===== config.mk =====
export PLATFORM = sky130hd
export DESIGN_NAME = xgemac_rx_pkt_reader
export DESIGN_NICKNAME = d
export VERILOG_FILES = /design/src/rtl/xgemac_package.sv /design/src/rtl/xgemac_rx_skid_fifo.sv /design/src/rtl/xgemac_rx_pkt_reader.sv
export SDC_FILE = /design/constraint.sdc
export NUM_CORES = 1
export LEC_CHECK = 0
export ABC_AREA = 1
export BUFFER_PORTS_ARGS = -buffer_cell sky130_fd_sc_hd__buf_4
export CAP_MARGIN = 20
export CORE_ASPECT_RATIO = 1.4
export CORE_MARGIN = 3
export CORE_UTILIZATION = 41
export CTS_BUF_LIST = sky130_fd_sc_hd__clkbuf_4 sky130_fd_sc_hd__clkbuf_8 sky130_fd_sc_hd__clkbuf_16
export CTS_CLUSTER_DIAMETER = 50
export CTS_CLUSTER_SIZE = 28
export DETAILED_ROUTE_END_ITERATION = 12
export GPL_TIMING_DRIVEN = 0
export PLACE_DENSITY = 0.6
export SLEW_MARGIN = 25
export SYNTH_ARGS = -nofsm -noshare
export SYNTH_HDL_FRONTEND = slang
export SYNTH_HIERARCHICAL = 1
export SYNTH_SLANG_ARGS = --single-unit

===== constraint.sdc =====
create_clock -name clk_156m25 -period 5.6 [get_ports clk_156m25]
set_input_delay 0.28 -clock clk_156m25 [delete_from_list [all_inputs] [get_ports clk_156m25]]
set_output_delay 0.28 -clock clk_156m25 [all_outputs]
set_load 0.03 [all_outputs]

===== src/rtl/xgemac_package.sv =====
// Shared types and helpers for the XGEMAC receive packet reader.
// Contents:
//   XGEMAC_DATA_W / XGEMAC_MOD_W  MAC beat data width and byte-modulo width.
//   rx_rd_state_t                 reader framing state (IDLE, IN_FRAME).
//   rx_beat_t                     one buffered beat (data, sop, eop, mod, err).
//   bytes_of()                    byte count carried by a beat.
package xgemac_package;

    localparam int XGEMAC_DATA_W = 64;
    localparam int XGEMAC_MOD_W  = 3;

    typedef enum logic {
        IDLE     = 1'b0,
        IN_FRAME = 1'b1
    } rx_rd_state_t;

    typedef struct packed {
        logic [XGEMAC_DATA_W-1:0] data;
        logic                     sop;
        logic                     eop;
        logic [XGEMAC_MOD_W-1:0]  mod;
        logic                     err;
    } rx_beat_t;

    // A full beat carries 8 bytes; on EOP a zero modulo also means 8.
    function automatic logic [3:0] bytes_of(input logic eop,
                                            input logic [XGEMAC_MOD_W-1:0] mod);
        if (eop && (mod != '0)) begin
            return {1'b0, mod};
        end
        return 4'd8;
    endfunction

endpackage


===== src/rtl/xgemac_rx_skid_fifo.sv =====
// Small synchronous FIFO of rx_beat_t that decouples MAC reads from the
// downstream valid/ready stream.
// Ports:
//   clk_i, rst_n_i   clock and synchronous active-low reset
//   push_i, wdata_i  write a beat (accepted when not full, or when full and popping)
//   pop_i, rdata_o   read side; rdata_o shows the head entry
//   count_o          current occupancy (0..DEPTH)
//   full_o, empty_o  occupancy flags
module xgemac_rx_skid_fifo
    import xgemac_package::*;
#(
    parameter int DEPTH = 4
) (
    input  logic                       clk_i,
    input  logic                       rst_n_i,
    input  logic                       push_i,
    input  rx_beat_t                   wdata_i,
    input  logic                       pop_i,
    output rx_beat_t                   rdata_o,
    output logic [$clog2(DEPTH):0]     count_o,
    output logic                       full_o,
    output logic                       empty_o
);

    localparam int PW = $clog2(DEPTH);
    localparam int CW = PW + 1;

    rx_beat_t        mem_q [DEPTH];
    logic [PW-1:0]   wr_ptr_q;
    logic [PW-1:0]   rd_ptr_q;
    logic [CW-1:0]   count_q;
    logic            do_push;
    logic            do_pop;

    assign full_o  = (count_q == CW'(DEPTH));
    assign empty_o = (count_q == '0);
    assign count_o = count_q;
    assign rdata_o = mem_q[rd_ptr_q];

    assign do_pop  = pop_i & ~empty_o;
    // When full, a simultaneous pop frees the slot the push lands in.
    assign do_push = push_i & (~full_o | do_pop);

    always_ff @(posedge clk_i) begin
        if (!rst_n_i) begin
            wr_ptr_q <= '0;
            rd_ptr_q <= '0;
            count_q  <= '0;
        end else begin
            if (do_push) begin
                wr_ptr_q <= wr_ptr_q + 1'b1;
            end
            if (do_pop) begin
                rd_ptr_q <= rd_ptr_q + 1'b1;
            end
            count_q <= count_q + CW'(do_push) - CW'(do_pop);
        end
    end

    // Storage needs no reset: entries are only observed behind count_q.
    always_ff @(posedge clk_i) begin
        if (do_push) begin
            mem_q[wr_ptr_q] <= wdata_i;
        end
    end

endmodule


===== src/rtl/xgemac_rx_pkt_reader.sv =====
// XGEMAC receive packet reader: pulls beats from the MAC RX FIFO, checks
// SOP/EOP framing, forwards accepted beats through a skid FIFO onto a
// valid/ready stream and keeps saturating frame/byte statistics.
//
//   state    | meaning
//   ---------+-------------------------------------------------------------
//   IDLE     | between frames; only an SOP beat is accepted
//   IN_FRAME | SOP seen, EOP not yet; keep reading even if avail drops
//
// Ports:
//   clk_156m25, reset_156m25_n     MAC clock, synchronous active-low reset
//   pkt_rx_avail / pkt_rx_ren      MAC has a frame / registered read enable
//   pkt_rx_val, _data, _sop, _eop,
//   _mod, _err                     beat returned one cycle after ren
//   out_valid/out_ready, out_*     forwarded beat stream
//   stat_clr, stat_*               statistics clear and counters
module xgemac_rx_pkt_reader
    import xgemac_package::*;
#(
    parameter int DATA_W    = 64,
    parameter int MOD_W     = 3,
    parameter int BUF_DEPTH = 4,
    parameter int CNT_W     = 32
) (
    input  logic              clk_156m25,
    input  logic              reset_156m25_n,
    input  logic              pkt_rx_avail,
    output logic              pkt_rx_ren,
    input  logic              pkt_rx_val,
    input  logic [DATA_W-1:0] pkt_rx_data,
    input  logic              pkt_rx_sop,
    input  logic              pkt_rx_eop,
    input  logic [MOD_W-1:0]  pkt_rx_mod,
    input  logic              pkt_rx_err,
    output logic              out_valid,
    input  logic              out_ready,
    output logic [DATA_W-1:0] out_data,
    output logic              out_sop,
    output logic              out_eop,
    output logic [MOD_W-1:0]  out_mod,
    output logic              out_err,
    input  logic              stat_clr,
    output logic [CNT_W-1:0]  stat_good_frames,
    output logic [CNT_W-1:0]  stat_err_frames,
    output logic [CNT_W-1:0]  stat_bytes,
    output logic [CNT_W-1:0]  stat_frame_viol
);

    localparam int CW = $clog2(BUF_DEPTH) + 1;

    rx_rd_state_t     state_q;
    logic             ren_q;
    logic [CNT_W-1:0] good_q;
    logic [CNT_W-1:0] err_q;
    logic [CNT_W-1:0] bytes_q;
    logic [CNT_W-1:0] viol_q;

    logic             in_frame;
    logic             beat_accept;
    logic             sop_in_frame;
    logic             stray_beat;
    logic             eop_beat;
    logic             good_inc;
    logic [1:0]       err_inc;
    logic [3:0]       bytes_inc;
    logic             room;
    logic             ren_d;

    rx_beat_t         push_beat;
    rx_beat_t         head_beat;
    rx_beat_t         out_beat;
    logic             fifo_push;
    logic             fifo_pop;
    logic [CW-1:0]    fifo_count;
    logic             fifo_full;
    logic             fifo_empty;

    function automatic logic [CNT_W-1:0] sat_add(input logic [CNT_W-1:0] cur,
                                                 input logic [3:0]       inc);
        logic [CNT_W:0] sum;
        sum = {1'b0, cur} + (CNT_W+1)'(inc);
        return sum[CNT_W] ? '1 : sum[CNT_W-1:0];
    endfunction

    assign in_frame     = (state_q == IN_FRAME);
    assign beat_accept  = pkt_rx_val & (pkt_rx_sop | in_frame);
    assign sop_in_frame = pkt_rx_val & pkt_rx_sop & in_frame;
    assign stray_beat   = pkt_rx_val & ~pkt_rx_sop & ~in_frame;
    assign eop_beat     = beat_accept & pkt_rx_eop;
    assign good_inc     = eop_beat & ~pkt_rx_err;
    // An SOP inside a frame closes the previous frame bad; if that same beat
    // is also an errored EOP, both frames count.
    assign err_inc      = {1'b0, sop_in_frame} + {1'b0, eop_beat & pkt_rx_err};
    assign bytes_inc    = beat_accept ? bytes_of(pkt_rx_eop, pkt_rx_mod) : 4'd0;

    // Need two free slots: the beat answering the current ren and the one
    // answering the ren being decided now.
    assign room  = ({1'b0, fifo_count} + (CW+1)'(ren_q) + (CW+1)'(2)) <= (CW+1)'(BUF_DEPTH);
    assign ren_d = (pkt_rx_avail | in_frame) & room;

    always_ff @(posedge clk_156m25) begin
        if (!reset_156m25_n) begin
            state_q <= IDLE;
            ren_q   <= 1'b0;
            good_q  <= '0;
            err_q   <= '0;
            bytes_q <= '0;
            viol_q  <= '0;
        end else begin
            ren_q <= ren_d;
            if (beat_accept) begin
                state_q <= pkt_rx_eop ? IDLE : IN_FRAME;
            end
            if (stat_clr) begin
                good_q  <= '0;
                err_q   <= '0;
                bytes_q <= '0;
                viol_q  <= '0;
            end else begin
                good_q  <= sat_add(good_q, {3'b000, good_inc});
                err_q   <= sat_add(err_q, {2'b00, err_inc});
                bytes_q <= sat_add(bytes_q, bytes_inc);
                viol_q  <= sat_add(viol_q, {3'b000, sop_in_frame | stray_beat});
            end
        end
    end

    assign push_beat = '{data: pkt_rx_data,
                         sop:  pkt_rx_sop,
                         eop:  pkt_rx_eop,
                         mod:  pkt_rx_mod,
                         err:  pkt_rx_eop & pkt_rx_err};
    assign fifo_push = beat_accept;
    assign fifo_pop  = out_valid & out_ready;

    xgemac_rx_skid_fifo #(
        .DEPTH (BUF_DEPTH)
    ) u_skid_fifo (
        .clk_i   (clk_156m25),
        .rst_n_i (reset_156m25_n),
        .push_i  (fifo_push),
        .wdata_i (push_beat),
        .pop_i   (fifo_pop),
        .rdata_o (head_beat),
        .count_o (fifo_count),
        .full_o  (fifo_full),
        .empty_o (fifo_empty)
    );

    // Stale storage is never visible: outputs are zero while the buffer is empty.
    assign out_beat  = fifo_empty ? '0 : head_beat;
    assign out_valid = ~fifo_empty;
    assign out_data  = out_beat.data;
    assign out_sop   = out_beat.sop;
    assign out_eop   = out_beat.eop;
    assign out_mod   = out_beat.mod;
    assign out_err   = out_beat.err;

    assign pkt_rx_ren       = ren_q;
    assign stat_good_frames = good_q;
    assign stat_err_frames  = err_q;
    assign stat_bytes       = bytes_q;
    assign stat_frame_viol  = viol_q;

    a_no_overflow: assert property (@(posedge clk_156m25) disable iff (!reset_156m25_n)
        !(fifo_push && fifo_full && !fifo_pop));

endmodule

==> results.txt <==
----------------------------------------------------
[Drt]
  Total DRC errors in the routed layout ... 0
  TritonRoute pass-1 iters ... 5
  DRT iter0 DRCs ... 796
  Antenna Nets Post-Route ... 0
  Mean routed wirelength per cell ... 17.1 um
  Total number of vias ... 15,897
  WL final ... 54.8 mm
  Via density per instance ... 4.96

[Worst setup path]
  Worst-path cell with the longest stage delay ... sky130_fd_sc_hd__nor2_4
  Most used cell along the critical path ... sky130_fd_sc_hd__buf_16
  Crit-path cells ... nor2_1 > nand2_1 > inv_1 > clkbuf_1 > clkbuf_1 > nor2_1 > inv_1 > nand3_1 > nand2_1 > nor2_4 > buf_16 > buf_16 > buf_16
  Required time of the critical path ... 5.84 ns
  Count of buffering cells on the critical path with inverters included ... 7
  Maximum single-stage delay on the critical path ... 0.60 ns
  Crit Path Category ... register to register
  Reg2reg start ... u_skid_fifo/count_o[1]
  Cell type group with the largest total delay on the critical path ... simple AND/OR/NAND/NOR gates
  Critical register-to-register path endpoint ... u_skid_fifo/mem_q[3][57]
  Category of the worst setup path capture point ... register
  Critical path launch point ... u_skid_fifo/count_o[1]
  Arrival time of data at the critical path endpoint ... 4.06 ns
  Slack of the worst reg-to-reg path ... 1.78 ns
  Largest fanout on the critical path ... 18
  Setup crit end ... u_skid_fifo/mem_q[3][57]
  Startpoint Class ... register
  Worst r2r path cells ... 13
  Path length in cells of the critical path ... 13

[Status]
  Status ... finished, final reports clean

[Timing]
  Worst-margin pin slew ... 0.840 ns
  Count of final setup violators ... 0
  Highest clock frequency the design can meet ... 0.262 GHz
  Tmin final ... 3.82 ns
  Final period utilization ... 68.2%
  Final Hold Vio Count ... 0
  Fin Clk Skew ... 0.0173 ns
  Unrepaired setup endpoints after global routing ... no
  Count of final max-slew check failures ... 0
  Max transition margin ... 44.0%

[Global routing]
  Largest net degree at the start of global routing ... 26
  Global-route usage over all layers ... 21.0%
  Vias in the first global route ... 15,936
  Overflow left after global routing ... 0
  Antenna violations before repair ... 6
  Global-route wire length before repair ... 85.0 mm

[Place]
  Routability cong. ... 0.928
  Count of input and output buffers ... 275
  HPWL Detailed ... 40.3 mm
  Number of instances in the placed design ... 3,064

[Floorplanning]
  Full die area ... 51,300 um2
  Horizontal extent of the die ... 192 um
  Starting utilization of the core area ... 41.5%
  Core Box Area ... 48,000 um2
  Die H ... 267 um
  Num rows ... 95
  I/O pin total ... 276

[Finish]
  Final core area utilization ... 52.4%
  Share of layout cells above drive strength 1 ... 20.9%
  Commonest cells after routing, fill and taps aside ... 418 x sky130_fd_sc_hd__nand2_1, 347 x sky130_fd_sc_hd__nor2_1, 280 x sky130_fd_sc_hd__edfxtp_1, 275 x sky130_fd_sc_hd__buf_4, 251 x sky130_fd_sc_hd__inv_1
  Layout Cells excl Fill ... 3,205
  Most common cell after layout, fill and taps aside ... sky130_fd_sc_hd__nand2_1
  Number of nets in the final layout ... 2,637
  Post-synthesis to final-layout area growth ... 26.3%

[Yosys]
  Mean cell area of the mapped netlist ... 9.30 um2
  Area of the mapped netlist ... 19,900 um2
  Number of cells produced by synthesis ... 2,143
  Post-Syn Nets ... 2,238
  Number of synthesis warnings ... 6

[Clocking]
  CTS Root Buffer Type ... sky130_fd_sc_hd__clkbuf_16
  CTS max path bufs ... 3
  Setup bufs post-CTS ... 0
  Clock sink count ... 419
  # resized after CTS ... 0
  Number of hold-repair buffers added at the cts stage ... 70
  Clk pin slew, worst setup/hold paths ... 0.07 ns
  Clock buffers created by TritonCTS ... 36
  CTS H-Tree Depth ... 2
  Clock latency of the later-clocked register in the worst-skew pair ... 0.55 ns
  Clock tree from TritonCTS ... done

[Min path]
  Classification of the worst-slack hold path ... input pin to register

[Power and ir drop]
  Power Dens Cells ... 349 nW/um2
  Worst IR drop on VDD ... 0.000332 V
  Pleak ... 10.1 nW

[Run]
  Max-capacitance violation count ... 0

----------------------------------------------------
## sequential cells by signal (all words and copies together), names as in the netlist, named ones only
register,cells
u_skid_fifo/mem_q,280
stat_bytes,32
stat_err_frames,32
stat_frame_viol,32
stat_good_frames,32
u_skid_fifo/count_o,3
u_skid_fifo/rd_ptr_q,2
u_skid_fifo/wr_ptr_q,2
in_frame,1
pkt_rx_ren,1
## stage by stage
step	area, um2	total power, mW	worst slack (ns)	TNS, ns	hold slack (ns)
final	25200	8.79	1.78	0	0.123
after detailed placement	23200	6.30	1.66	0	0.482
after CTS	25200	8.93	1.63	0	0.0825
after floorplan	19900	5.23	0.698	0	0.369
after global placement	22800	6.24	-2.90	-783.10	0.479
after global routing	25200	9.21	1.34	0	0.118
## tightest hold or removal path, stage by stage
cell and delay, ns:
sky130_fd_sc_hd__buf_4 0.08, sky130_fd_sc_hd__nor2_2 0.11, sky130_fd_sc_hd__o21ai_0 0.10, sky130_fd_sc_hd__nor2_1 0.04
## where the power goes
group / leakage (nW) / total (mW) / internal, mW / switching, mW
Clock: 0.599 / 2.56 / 1.34 / 1.23
Sequential: 3.67 / 3.48 / 3.44 / 0.0447
Combinational: 5.80 / 2.75 / 0.923 / 1.82
## metal layers
metal | GRT usage (%) | part of all wire [%] | vias up
met1 | 23.0 | 38 | 7512
met4 | 6.58 | 2.7 | 2
met2 | 39.7 | 53 | 423
met3 | 4.86 | 6.5 | 98
li1 | - | - | 7862
met5 | 0 | 0.024 | -
## area by class of cell
class | count | area [um2]
sequential | 419 | 11200
antenna | 6 | 15.0
clock inverter | 26 | 293
tap | 630 | 788
clock buffer | 39 | 941
multi-input combinational | 1392 | 7280
buffer | 76 | 522
fill | 4445 | 22800
inverter | 256 | 967
timing repair buffer | 361 | 3180
## how the worst min path moves through the flow
stage                                           to  cells after the start       startpoint
after detailed placement  u_skid_fifo/mem_q[1][66]                      1  pkt_rx_data[60]
final                          stat_frame_viol[24]                      4         stat_clr
after global placement    u_skid_fifo/mem_q[3][38]                      1  pkt_rx_data[32]
after floorplan                           in_frame                      1       pkt_rx_eop
after global routing           stat_err_frames[24]                      4         stat_clr
after CTS                               pkt_rx_ren                      3     pkt_rx_avail
No activity file was read; power rests on OpenSTA's default activity.
